==> src/rtl/imem_loader_pkg.sv <==
// -----------------------------------------------------------------------------
// imem_loader_pkg
//  Shared constants, FSM state encoding and the byte-packing helper for the
//  instruction-memory loader.
//   SIZE_IM : default IM depth in 32-bit words (must match the IM instance)
//   WORD_W  : IM word width
//   BYTE_W  : stream byte width
// -----------------------------------------------------------------------------
package imem_loader_pkg;

    localparam int SIZE_IM = 128;
    localparam int WORD_W  = 32;
    localparam int BYTE_W  = 8;

    typedef enum logic [1:0] {
        S_IDLE  = 2'd0,
        S_RECV  = 2'd1,
        S_WRITE = 2'd2,
        S_DONE  = 2'd3
    } state_t;

    // Append one byte below the lower three bytes of a word: the byte that
    // arrived first ends up in the most significant position after four calls.
    function automatic logic [WORD_W-1:0] pack_byte(
        input logic [WORD_W-BYTE_W-1:0] low,
        input logic [BYTE_W-1:0]        b
    );
        return {low, b};
    endfunction

endpackage

==> src/rtl/imem_loader_if.sv <==
// -----------------------------------------------------------------------------
// imem_loader_if
//  Byte-stream handshake plus the IM write port driven by the loader.
//   byte_in / byte_valid : stream byte from the host side
//   byte_ready           : loader accepts the byte this cycle
//   we / waddr / wdata   : single-cycle IM write (byte address, word aligned)
//  modport master : the loader
//  modport slave  : host / IM side
// -----------------------------------------------------------------------------
interface imem_loader_if;
    import imem_loader_pkg::*;

    logic [BYTE_W-1:0] byte_in;
    logic              byte_valid;
    logic              byte_ready;
    logic              we;
    logic [WORD_W-1:0] waddr;
    logic [WORD_W-1:0] wdata;

    modport master (
        input  byte_in,
        input  byte_valid,
        output byte_ready,
        output we,
        output waddr,
        output wdata
    );

    modport slave (
        output byte_in,
        output byte_valid,
        input  byte_ready,
        input  we,
        input  waddr,
        input  wdata
    );

endinterface

==> src/rtl/imem_loader_byte_packer.sv <==
// -----------------------------------------------------------------------------
// imem_loader_byte_packer
//  32-bit MSB-first shift register with a 2-bit byte counter.
//   clk, rst   : clock, synchronous active-high reset
//   clr        : synchronous clear at the start of a load
//   shift_en   : a byte is transferred this cycle
//   byte_in    : byte to shift in
//   word       : current shift register contents
//   last_byte  : the next shifted byte completes a word (three already held)
// -----------------------------------------------------------------------------
module imem_loader_byte_packer
    import imem_loader_pkg::*;
(
    input  logic              clk,
    input  logic              rst,
    input  logic              clr,
    input  logic              shift_en,
    input  logic [BYTE_W-1:0] byte_in,
    output logic [WORD_W-1:0] word,
    output logic              last_byte
);

    logic [WORD_W-1:0] word_r;
    logic [1:0]        byte_cnt_r;

    // Shift register and byte counter; the counter wraps to 0 on the 4th byte.
    always_ff @(posedge clk) begin
        if (rst || clr) begin
            word_r     <= {WORD_W{1'b0}};
            byte_cnt_r <= 2'd0;
        end else if (shift_en) begin
            word_r     <= pack_byte(word_r[WORD_W-BYTE_W-1:0], byte_in);
            byte_cnt_r <= byte_cnt_r + 2'd1;
        end else begin
            word_r     <= word_r;
            byte_cnt_r <= byte_cnt_r;
        end
    end

    assign word      = word_r;
    assign last_byte = (byte_cnt_r == 2'd3);

endmodule

==> src/rtl/imem_loader.sv <==
// -----------------------------------------------------------------------------
// imem_loader
//  Fills the 32-bit-word instruction memory from a byte stream before the CPU
//  is released. Bytes are packed MSB-first; each complete word is written to
//  the IM with a single-cycle write.
//   clk, rst : clock, synchronous active-high reset
//   start    : one-cycle pulse, honoured only while idle
//   len      : number of words to load, sampled with start
//   busy     : high from the cycle after an accepted start through the done cycle
//   done     : one-cycle pulse at the end of a load (normal or error)
//   err      : sticky, len exceeded SIZE_IM; cleared by the next accepted start
//   bus      : byte stream handshake and IM write port (master side)
// -----------------------------------------------------------------------------
module imem_loader
    import imem_loader_pkg::*;
#(
    parameter int SIZE_IM = imem_loader_pkg::SIZE_IM,
    parameter int CNT_W   = 8
) (
    input  logic             clk,
    input  logic             rst,
    input  logic             start,
    input  logic [CNT_W-1:0] len,
    output logic             busy,
    output logic             done,
    output logic             err,
    imem_loader_if.master    bus
);

    localparam logic [CNT_W-1:0] SIZE_IM_C = CNT_W'(SIZE_IM);

    state_t            state_r;
    logic [CNT_W-1:0]  len_r;
    logic [CNT_W-1:0]  word_idx_r;
    logic              byte_ready_r;
    logic              we_r;
    logic              busy_r;
    logic              done_r;
    logic              err_r;
    logic [WORD_W-1:0] waddr_r;
    logic [WORD_W-1:0] wdata_r;

    logic              xfer_s;
    logic              clr_s;
    logic [WORD_W-1:0] pk_word_s;
    logic              pk_last_s;
    logic [CNT_W-1:0]  word_idx_nxt_s;
    logic              unused_s;

    // byte_ready is only ever high in RECV, so a transfer implies RECV.
    assign xfer_s         = bus.byte_valid & byte_ready_r;
    assign clr_s          = (state_r == S_IDLE) & start;
    assign word_idx_nxt_s = word_idx_r + {{(CNT_W-1){1'b0}}, 1'b1};

    // The top byte of the shift register is shifted out when the word is
    // completed, so only the lower three bytes feed the write data.
    assign unused_s = ^pk_word_s[WORD_W-1:WORD_W-BYTE_W];

    imem_loader_byte_packer u_packer (
        .clk       (clk),
        .rst       (rst),
        .clr       (clr_s),
        .shift_en  (xfer_s),
        .byte_in   (bus.byte_in),
        .word      (pk_word_s),
        .last_byte (pk_last_s)
    );

    // Load sequencing FSM with all outputs registered.
    always_ff @(posedge clk) begin
        if (rst) begin
            state_r      <= S_IDLE;
            len_r        <= {CNT_W{1'b0}};
            word_idx_r   <= {CNT_W{1'b0}};
            byte_ready_r <= 1'b0;
            we_r         <= 1'b0;
            busy_r       <= 1'b0;
            done_r       <= 1'b0;
            err_r        <= 1'b0;
            waddr_r      <= {WORD_W{1'b0}};
            wdata_r      <= {WORD_W{1'b0}};
        end else begin
            case (state_r)
                S_IDLE: begin
                    byte_ready_r <= 1'b0;
                    we_r         <= 1'b0;
                    done_r       <= 1'b0;
                    busy_r       <= 1'b0;
                    if (start) begin
                        len_r      <= len;
                        word_idx_r <= {CNT_W{1'b0}};
                        err_r      <= 1'b0;
                        busy_r     <= 1'b1;
                        if (len == {CNT_W{1'b0}}) begin
                            state_r <= S_DONE;
                            done_r  <= 1'b1;
                        end else if (len > SIZE_IM_C) begin
                            state_r <= S_DONE;
                            done_r  <= 1'b1;
                            err_r   <= 1'b1;
                        end else begin
                            state_r      <= S_RECV;
                            byte_ready_r <= 1'b1;
                        end
                    end else begin
                        state_r <= S_IDLE;
                    end
                end

                S_RECV: begin
                    // The 4th byte is combined with the three already held so
                    // the write lands in the very next cycle.
                    if (xfer_s && pk_last_s) begin
                        state_r      <= S_WRITE;
                        byte_ready_r <= 1'b0;
                        we_r         <= 1'b1;
                        waddr_r      <= {{(WORD_W-CNT_W-2){1'b0}}, word_idx_r, 2'b00};
                        wdata_r      <= pack_byte(pk_word_s[WORD_W-BYTE_W-1:0], bus.byte_in);
                    end else begin
                        state_r <= S_RECV;
                    end
                end

                S_WRITE: begin
                    we_r       <= 1'b0;
                    word_idx_r <= word_idx_nxt_s;
                    if (word_idx_nxt_s == len_r) begin
                        state_r <= S_DONE;
                        done_r  <= 1'b1;
                    end else begin
                        state_r      <= S_RECV;
                        byte_ready_r <= 1'b1;
                    end
                end

                S_DONE: begin
                    done_r  <= 1'b0;
                    busy_r  <= 1'b0;
                    state_r <= S_IDLE;
                end

                default: begin
                    state_r      <= S_IDLE;
                    byte_ready_r <= 1'b0;
                    we_r         <= 1'b0;
                    done_r       <= 1'b0;
                    busy_r       <= 1'b0;
                end
            endcase
        end
    end

    assign bus.byte_ready = byte_ready_r;
    assign bus.we         = we_r;
    assign bus.waddr      = waddr_r;
    assign bus.wdata      = wdata_r;
    assign busy           = busy_r;
    assign done           = done_r;
    assign err            = err_r;

endmodule

==> src/flat_wrapper.sv <==
// flat-port wrapper written by rule: the top's interface ports become plain ports
module imem_loader_flat import imem_loader_pkg::*;
#(
    parameter int SIZE_IM = imem_loader_pkg::SIZE_IM,
    parameter int CNT_W   = 8
)
  (clk, rst, start, len, busy, done, err, bus_byte_in, bus_byte_valid, bus_byte_ready, bus_we, bus_waddr, bus_wdata);
  imem_loader_if bus_i ();
  input  logic clk;
  input  logic rst;
  input  logic start;
  input  logic [CNT_W-1:0] len;
  output logic busy;
  output logic done;
  output logic err;
  input wire logic [$bits(bus_i.byte_in)-1:0] bus_byte_in;
  input wire logic [$bits(bus_i.byte_valid)-1:0] bus_byte_valid;
  output wire logic [$bits(bus_i.byte_ready)-1:0] bus_byte_ready;
  output wire logic [$bits(bus_i.we)-1:0] bus_we;
  output wire logic [$bits(bus_i.waddr)-1:0] bus_waddr;
  output wire logic [$bits(bus_i.wdata)-1:0] bus_wdata;
  assign bus_i.byte_in = bus_byte_in;
  assign bus_i.byte_valid = bus_byte_valid;
  assign bus_byte_ready = bus_i.byte_ready;
  assign bus_we = bus_i.we;
  assign bus_waddr = bus_i.waddr;
  assign bus_wdata = bus_i.wdata;
  imem_loader #(.SIZE_IM(SIZE_IM), .CNT_W(CNT_W)) u_core (.clk(clk), .rst(rst), .start(start), .len(len), .busy(busy), .done(done), .err(err), .bus(bus_i));
endmodule
==> config.mk <==
export PLATFORM = sky130hd
export DESIGN_NAME = imem_loader_flat
export DESIGN_NICKNAME = d
export VERILOG_FILES = /design/src/rtl/imem_loader_pkg.sv /design/src/rtl/imem_loader_if.sv /design/src/rtl/imem_loader_byte_packer.sv /design/src/rtl/imem_loader.sv /design/src/flat_wrapper.sv
export SDC_FILE = /design/constraint.sdc
export NUM_CORES = 1
export LEC_CHECK = 0
export ABC_AREA = 1
export CORE_MARGIN = 5
export CORE_UTILIZATION = 50
export CTS_BUF_LIST = sky130_fd_sc_hd__clkbuf_4 sky130_fd_sc_hd__clkbuf_8
export CTS_CLUSTER_DIAMETER = 150
export DETAILED_ROUTE_END_ITERATION = 7
export DONT_BUFFER_PORTS = 1
export HOLD_SLACK_MARGIN = 0.03
export SLEW_MARGIN = 0
export SYNTH_ARGS = -nofsm -noshare
export SYNTH_HDL_FRONTEND = slang
export SYNTH_SLANG_ARGS = --single-unit
export TNS_END_PERCENT = 20
==> constraint.sdc <==
create_clock -name clk -period 2.2 [get_ports clk]
set_clock_uncertainty 0.1 [all_clocks]
set_input_delay 0.22 -clock clk [delete_from_list [all_inputs] [get_ports clk]]
set_output_delay 0.22 -clock clk [all_outputs]
set_load 0.05 [all_outputs]
-- Word level (Yosys, flattened, before mapping)
Cells that the tools add are included.
- multiplexer cells: 24
- div/mod/pow operators: 0
- order comparisons: 1
- reductions and logical operators: 16
- multiply operators: 0
- eq/ne operators: 9
- bitwise operators: 2
- $add $sub $neg: 2
- shift operators: 0
- operator list (kind ; count):
    8-bit case mux with 2 select lines ; 1
    1-bit two-way mux ; 12
    2-bit two-way mux ; 5
    2-bit AND reduction ; 5
    8-bit by 1-bit adder with 8-bit output (second input constant) ; 1
    8-bit == test ; 1
    8-bit > comparator (second input constant) ; 1
    8-bit logical NOT ; 1
    8-bit two-way mux ; 1
    2-bit case mux with 4 select lines ; 1
    2-bit == test (second input constant) ; 3
    1-bit case mux with 3 select lines ; 2
    2-bit nonzero test ; 3
    3-bit nonzero test ; 2
    2-bit by 1-bit inequality test with 1-bit output (second input constant) ; 2
    2-bit inequality test (second input constant) ; 2
    1-bit case mux with 2 select lines ; 2
    3-bit AND reduction ; 1
    2-bit by 1-bit adder with 2-bit output (second input constant) ; 1
    1-bit AND ; 2
    2-bit by 1-bit == test with 1-bit output (second input constant) ; 1
    2-bit logical NOT ; 1
    2-bit OR reduction ; 1
    1-bit logical AND ; 1
    1-bit logical OR ; 1
- latch bits: 0
- RAM bits: 0
- input port bits: 20
- output and inout bits: 69
- bits in registers: 89
- memories: 0
- memory bits (read-only): 0
- word-level logic and storage cells: 66

-- Depth between registers and ports, before layout
- depth in word-level cells: 5
- depth in mapped cells: 13
- mapped depth without buffers: 13

-- Modules after synthesis
A second synthesis with hierarchy kept.
- cell total of the unflattened synthesis: 610
- area, all modules: 4275.4 µm²
- by module, submodules not included (module ; cells an instance ; sequential area each (µm²) ; area an instance (µm²) ; times used):
    imem_loader ; 394 ; 1261.2 ; 2849.0 ; 1
    imem_loader_byte_packer ; 216 ; 680.7 ; 1426.4 ; 1

-- Least setup slack after synthesis
OpenSTA, ideal clock, no wires.
- path type: register to register
- start point: register u_core.byte_ready_r (netlist: u_core.bus.byte_ready)
- end point: register u_core.byte_ready_r (netlist: u_core.bus.byte_ready)
- setup slack: 389 ps
- arrival: 1594 ps
- setup time: 117 ps
- period minus slack after synthesis: 1811 ps
- stages on the path, launching flop included: 9
- buffers on the path: 1
- data required time: 1983 ps
- cells stage by stage: dfxtp_1 nand2_1 clkbuf_1 o21ai_0 inv_1 nor2_1 nand3_1 nand2_1 nor2_1
- longest elaborated chain between the ends: 4
- ends and longest elaborated chain (element ; line ; RTL):
    start, declared ; imem_loader.sv:35 ; logic byte_ready_r;
    start signal, assigned ; imem_loader.sv:75 ; byte_ready_r <= 1'b0;
    start signal, assigned ; imem_loader.sv:85 ; byte_ready_r <= 1'b0;
    start signal, assigned ; imem_loader.sv:103 ; byte_ready_r <= 1'b1;
    1-bit AND ; imem_loader.sv:51 ; assign xfer_s = bus.byte_valid & byte_ready_r;
    1-bit logical AND ; imem_loader.sv:113 ; if (xfer_s && pk_last_s) begin
    2-bit by 1-bit inequality test with 1-bit output (no source line) ; n/a ;
    3-bit AND reduction (no source line) ; n/a ;
No other way between the ends.
A chain may end at the register's enable or synchronous reset.

-- Final worst setup path
- start point: register u_core.word_idx_r[1]
- end point: register u_core.done_r (netlist: u_core.done)
- longest elaborated chain between the ends: 4
- ends and longest elaborated chain (element ; line ; RTL):
    start, declared ; imem_loader.sv:34 ; logic [CNT_W-1:0] word_idx_r;
    start signal, assigned ; imem_loader.sv:74 ; word_idx_r <= {CNT_W{1'b0}};
    start signal, assigned ; imem_loader.sv:91 ; word_idx_r <= {CNT_W{1'b0}};
    start signal, assigned ; imem_loader.sv:126 ; word_idx_r <= word_idx_nxt_s;
    8-bit by 1-bit adder with 8-bit output ; imem_loader.sv:53 ; assign word_idx_nxt_s = word_idx_r + {{(CNT_W-1){1'b0}}, 1'b1};
    8-bit == test ; imem_loader.sv:127 ; if (word_idx_nxt_s == len_r) begin
    2-bit by 1-bit inequality test with 1-bit output (no source line) ; n/a ;
    2-bit AND reduction (no source line) ; n/a ;
    end signal, assigned ; imem_loader.sv:129 ; done_r <= 1'b1;
    end signal, assigned ; imem_loader.sv:137 ; done_r <= 1'b0;
    end signal, assigned ; imem_loader.sv:146 ; done_r <= 1'b0;
    end, declared ; imem_loader.sv:38 ; logic done_r;
No other way between the ends.

==> flow_metrics.py <==
metrics = {
    "logic_synthesis": {
        "synth-seq-cells": 89,
        "synth.area.mux_share_pct": 0,
        "synth_seq_area_share_pct": 46.7,
        "synth_adder_area_share_pct": 1.97,
        "syn_inst": 507,
        "synth_warnings": 0,
        "synth_top_family_by_area": "simple AND/OR/NAND/NOR gates",
        "ys.flop_type": "dfxtp_1",
        "netlist_area_mm2": 0.00381,
        "ys_types": 32,
        "yosys.area_share.simple_pct": 25.8,
        "synth_xor_area_share_pct": 0.689,
        "synth_edf_count": 0,
        "synth_compound_area_share_pct": 13.7,
        "ys_async_sr_fraction_pct": 0,
        "syn_avg_cell_area_um2": 7.52,
    },
    "clocking": {
        "post_cts_resized": 0,
        "cts.clk_slew.worst_paths_ns": 0.08,
        "clk_path_buf_depth": 2,
        "cts_sinks": 89,
        "clock_latency_ns": 0.36,
        "numCtsBuffers": 9,
        "htree_levels": 3,
        "root_buffer": "clkbuf_8",
        "tritoncts": "yes",
    },
    "sta": {
        "rsz0062_at_grt": "false",
        "fin_crit_sh_pct": 84.9,
        "tightest_slew_ns": 0.674,
        "relSlewSlack_pct": 54.7,
        "drv_slew": 0,
        "post-route-min-period_ns": 1.87,
        "setup_viol": 0,
        "finalHoldViolations": 0,
        "max_freq_ghz": 0.535,
        "hold_ws_ns": 0.0693,
        "tns_ns": 0,
    },
    "finish": {
        "nets": 549,
        "drive_gt1_share_pct": 9.66,
        "syn_to_final_growth_pct": 10.4,
        "fillCellCount": 718,
        "n_antenna_cell": 0,
        "seq_area_mm2": 0.00178,
        "final_cells": 627,
        "final_area_mm2": 0.00421,
        "multiInputGateArea_mm2": 0.00171,
    },
    "floorplanning": {
        "die_area_mm2": 0.00948,
        "dieHeight_um": 97.4,
        "initial_core_util_pct": 52.0,
        "io_pins": 89,
        "die_w_um": 97.4,
        "core_mm2": 0.00733,
        "rows": 31,
    },
    "worst_setup_path": {
        "ff2ff_path_depth": 12,
        "required_ns": 2.35,
        "criticalPathCategory": "flop to flop",
        "regToRegStartpoint": "u_core.word_idx_r[1]",
        "worstPathMaxFanout": 5,
        "reg2reg_to": "u_core.done",
        "worst_setup_path_start_kind": "flop",
        "ff2ff_setup_slack_ns": 0.33,
        "crit_path_end_kind": "flop",
        "cp.arrival_ns": 2.01,
    },
    "routing": {
        "ant_nets": 0,
        "dr.first_iter.drc_count": 175,
        "wl_met1_mm": 4.31,
        "wl_met3_um": 605,
        "routed.top_layer": "met4",
        "drtPass1Iterations": 4,
        "dr_wl_met2_mm": 3.71,
        "via_per_inst": 5.03,
        "wl_per_cell_um": 14.0,
        "drt_wl_total_mm": 8.79,
        "vias": 3151,
        "drc": 0,
    },
    "flow_run": {
        "cap_viol_max_count": 0,
    },
    "place": {
        "dpl-instance-area_mm2": 0.00382,
        "io_buffers": 0,
        "dpl.cell_count": 593,
        "gp_congestion": 0.853,
        "hpwlAfterDp_mm": 6.04,
    },
    "min_path": {
        "holdPathEnd": "u_core.done",
        "hold_class": "input pin to flop",
        "hold_path.startpoint": "start",
        "holdPathStages": 4,
    },
    "global_route": {
        "grt_pass1_wl_mm": 14.6,
        "grt_overflow": 0,
        "grt_max_degree": 32,
        "grt_util_all_layers_pct": 18.7,
        "grt_antenna_before_repair": 0,
        "grt_pass1_vias": 2982,
    },
    "outcome": {
        "run_status": "complete, no violations",
    },
    "power": {
        "irDropWorstVdd_uv": 421,
        "leakagePower_nw": 1.84,
        "p_per_area_mw_per_mm2": 747,
    },
}
logic make-up (layout without fill, tap and decap cells):
group,Yosys count,count (layout)
flops,89,89
simple gates,223,223
fa+ha+maj,6,6
compound gates,102,102
buf+inv,83,81
other cells,1,24
xor+xnor,3,3
synth_stat cells, drive strengths merged (2+ instances only):
master    n  area [um2]
inv      35         131
clkbuf   17        63.8
clkinv    2        7.51
nand2   101         399
o22ai     4        25.0
nand3    30         180
o21ai    51         255
ha        6        75.1
dfxtp    89        1780
a21oi    44         220
nand4     2        18.8
buf      28         199
nor2     89         378
xor2      2        17.5
power by group:
| part | total (mW) | switching, mW | internal [mW] | leakage [nW] |
|---|---|---|---|---|
| Clock | 1.15 | 0.598 | 0.552 | 0.105 |
| Combinational | 0.317 | 0.240 | 0.0771 | 1.02 |
| Sequential | 1.68 | 0.0394 | 1.64 | 0.719 |
| Total | 3.14 | 0.878 | 2.27 | 1.84 |
metrics by stage:
stage / power (mW) / worst slack, ns / utilization, %
finish: 3.14 / 0.332 / 57.4
global placement: 2.00 / 0.452 / 52.2
CTS: 3.18 / 0.341 / 57.4
floorplan: 1.98 / 0.389 / -
global route: 3.28 / 0.157 / 57.4
detailed placement: 2.00 / 0.366 / 52.2
worst max-delay path by stage:
stage | startpoint | to | slack (ns) | cells after the start
2_1_floorplan | u_core.bus.byte_ready | u_core.bus.byte_ready | 0.39 | 8
3_3_place_gp | u_core.word_idx_r[0] | u_core.done | 0.45 | 12
3_5_place_dp | u_core.word_idx_r[1] | u_core.done | 0.37 | 12
4_1_cts | u_core.word_idx_r[1] | u_core.done | 0.34 | 12
5_1_grt | u_core.word_idx_r[1] | u_core.done | 0.16 | 12
6_report | u_core.word_idx_r[1] | u_core.done | 0.33 | 12
flip-flops by register name (all words and copies together), names as in the netlist:
register	count
u_core.bus.wdata	32
u_core.u_packer.byte_cnt_r	2
u_core.bus.we	1
u_core.len_r	8
u_core.err	1
u_core.word_idx_r	8
u_core.done	1
u_core.u_packer.word	24
u_core.bus.waddr	8
u_core.state_r	2
u_core.bus.byte_ready	1
u_core.busy	1
worst max-delay path, cell delays in order, from the launching register on:
cell and delay (ns):
dfxtp_1 0.44, ha_1 0.25, nand2_2 0.11, nor2_2 0.11, nand2_1 0.07, nand3_1 0.09, nand3_2 0.08, nor2_2 0.17
nand3_1 0.09, nand2_1 0.08, nand3_1 0.06, nand2_1 0.06, nor2_1 0.04
what timing repair did:
item,4_1_cts,5_1_grt
hold buffers,18,0
buffers inserted,0,0
hold endpoints to repair,35,0
cell type report:
| type | instances | area share (%) |
|---|---|---|
| repair buffers | 28 | 6.06 |
| multi-input cells | 358 | 40.5 |
| inverters | 37 | 3.30 |
| flip-flops and latches | 89 | 42.3 |
| clock buffers | 10 | 3.12 |
| clock inverters | 6 | 1.75 |
| well taps | 99 | 2.94 |
metal layers:
metal / vias to the layer above / track usage, %
met3: 13 / 5.24
met2: 100 / 27.7
li1: 1611 / -
met1: 1427 / 26.3
met5: - / 0
met4: 0 / 6.18
cell usage in the layout, fill, tap and decap left out:
cell / count
inv_2: 3
bufinv_16: 1
inv_1: 32
conb_1: 24
inv_6: 2
nor2_2: 5
o21ai_0: 48
nand4_2: 1
nor2_8: 1
nor2_1: 81
a211oi_1: 1
o21ai_1: 3
clkinv_1: 2
xor2_1: 2
clkbuf_4: 1
nand4_1: 1
xnor2_1: 1
a21oi_1: 44
nor3_4: 1
dfxtp_1: 89
nand3_2: 6
o22ai_1: 4
ha_1: 6
nor2_4: 2
a31oi_1: 1
nand3_1: 24
nand2_4: 1
clkinv_4: 3
clkbuf_8: 9
o21bai_1: 1
buf_4: 10
dlygate4sd3_1: 18
nand2_2: 5
nand2_1: 95
Power figures use the tool's default switching activity.
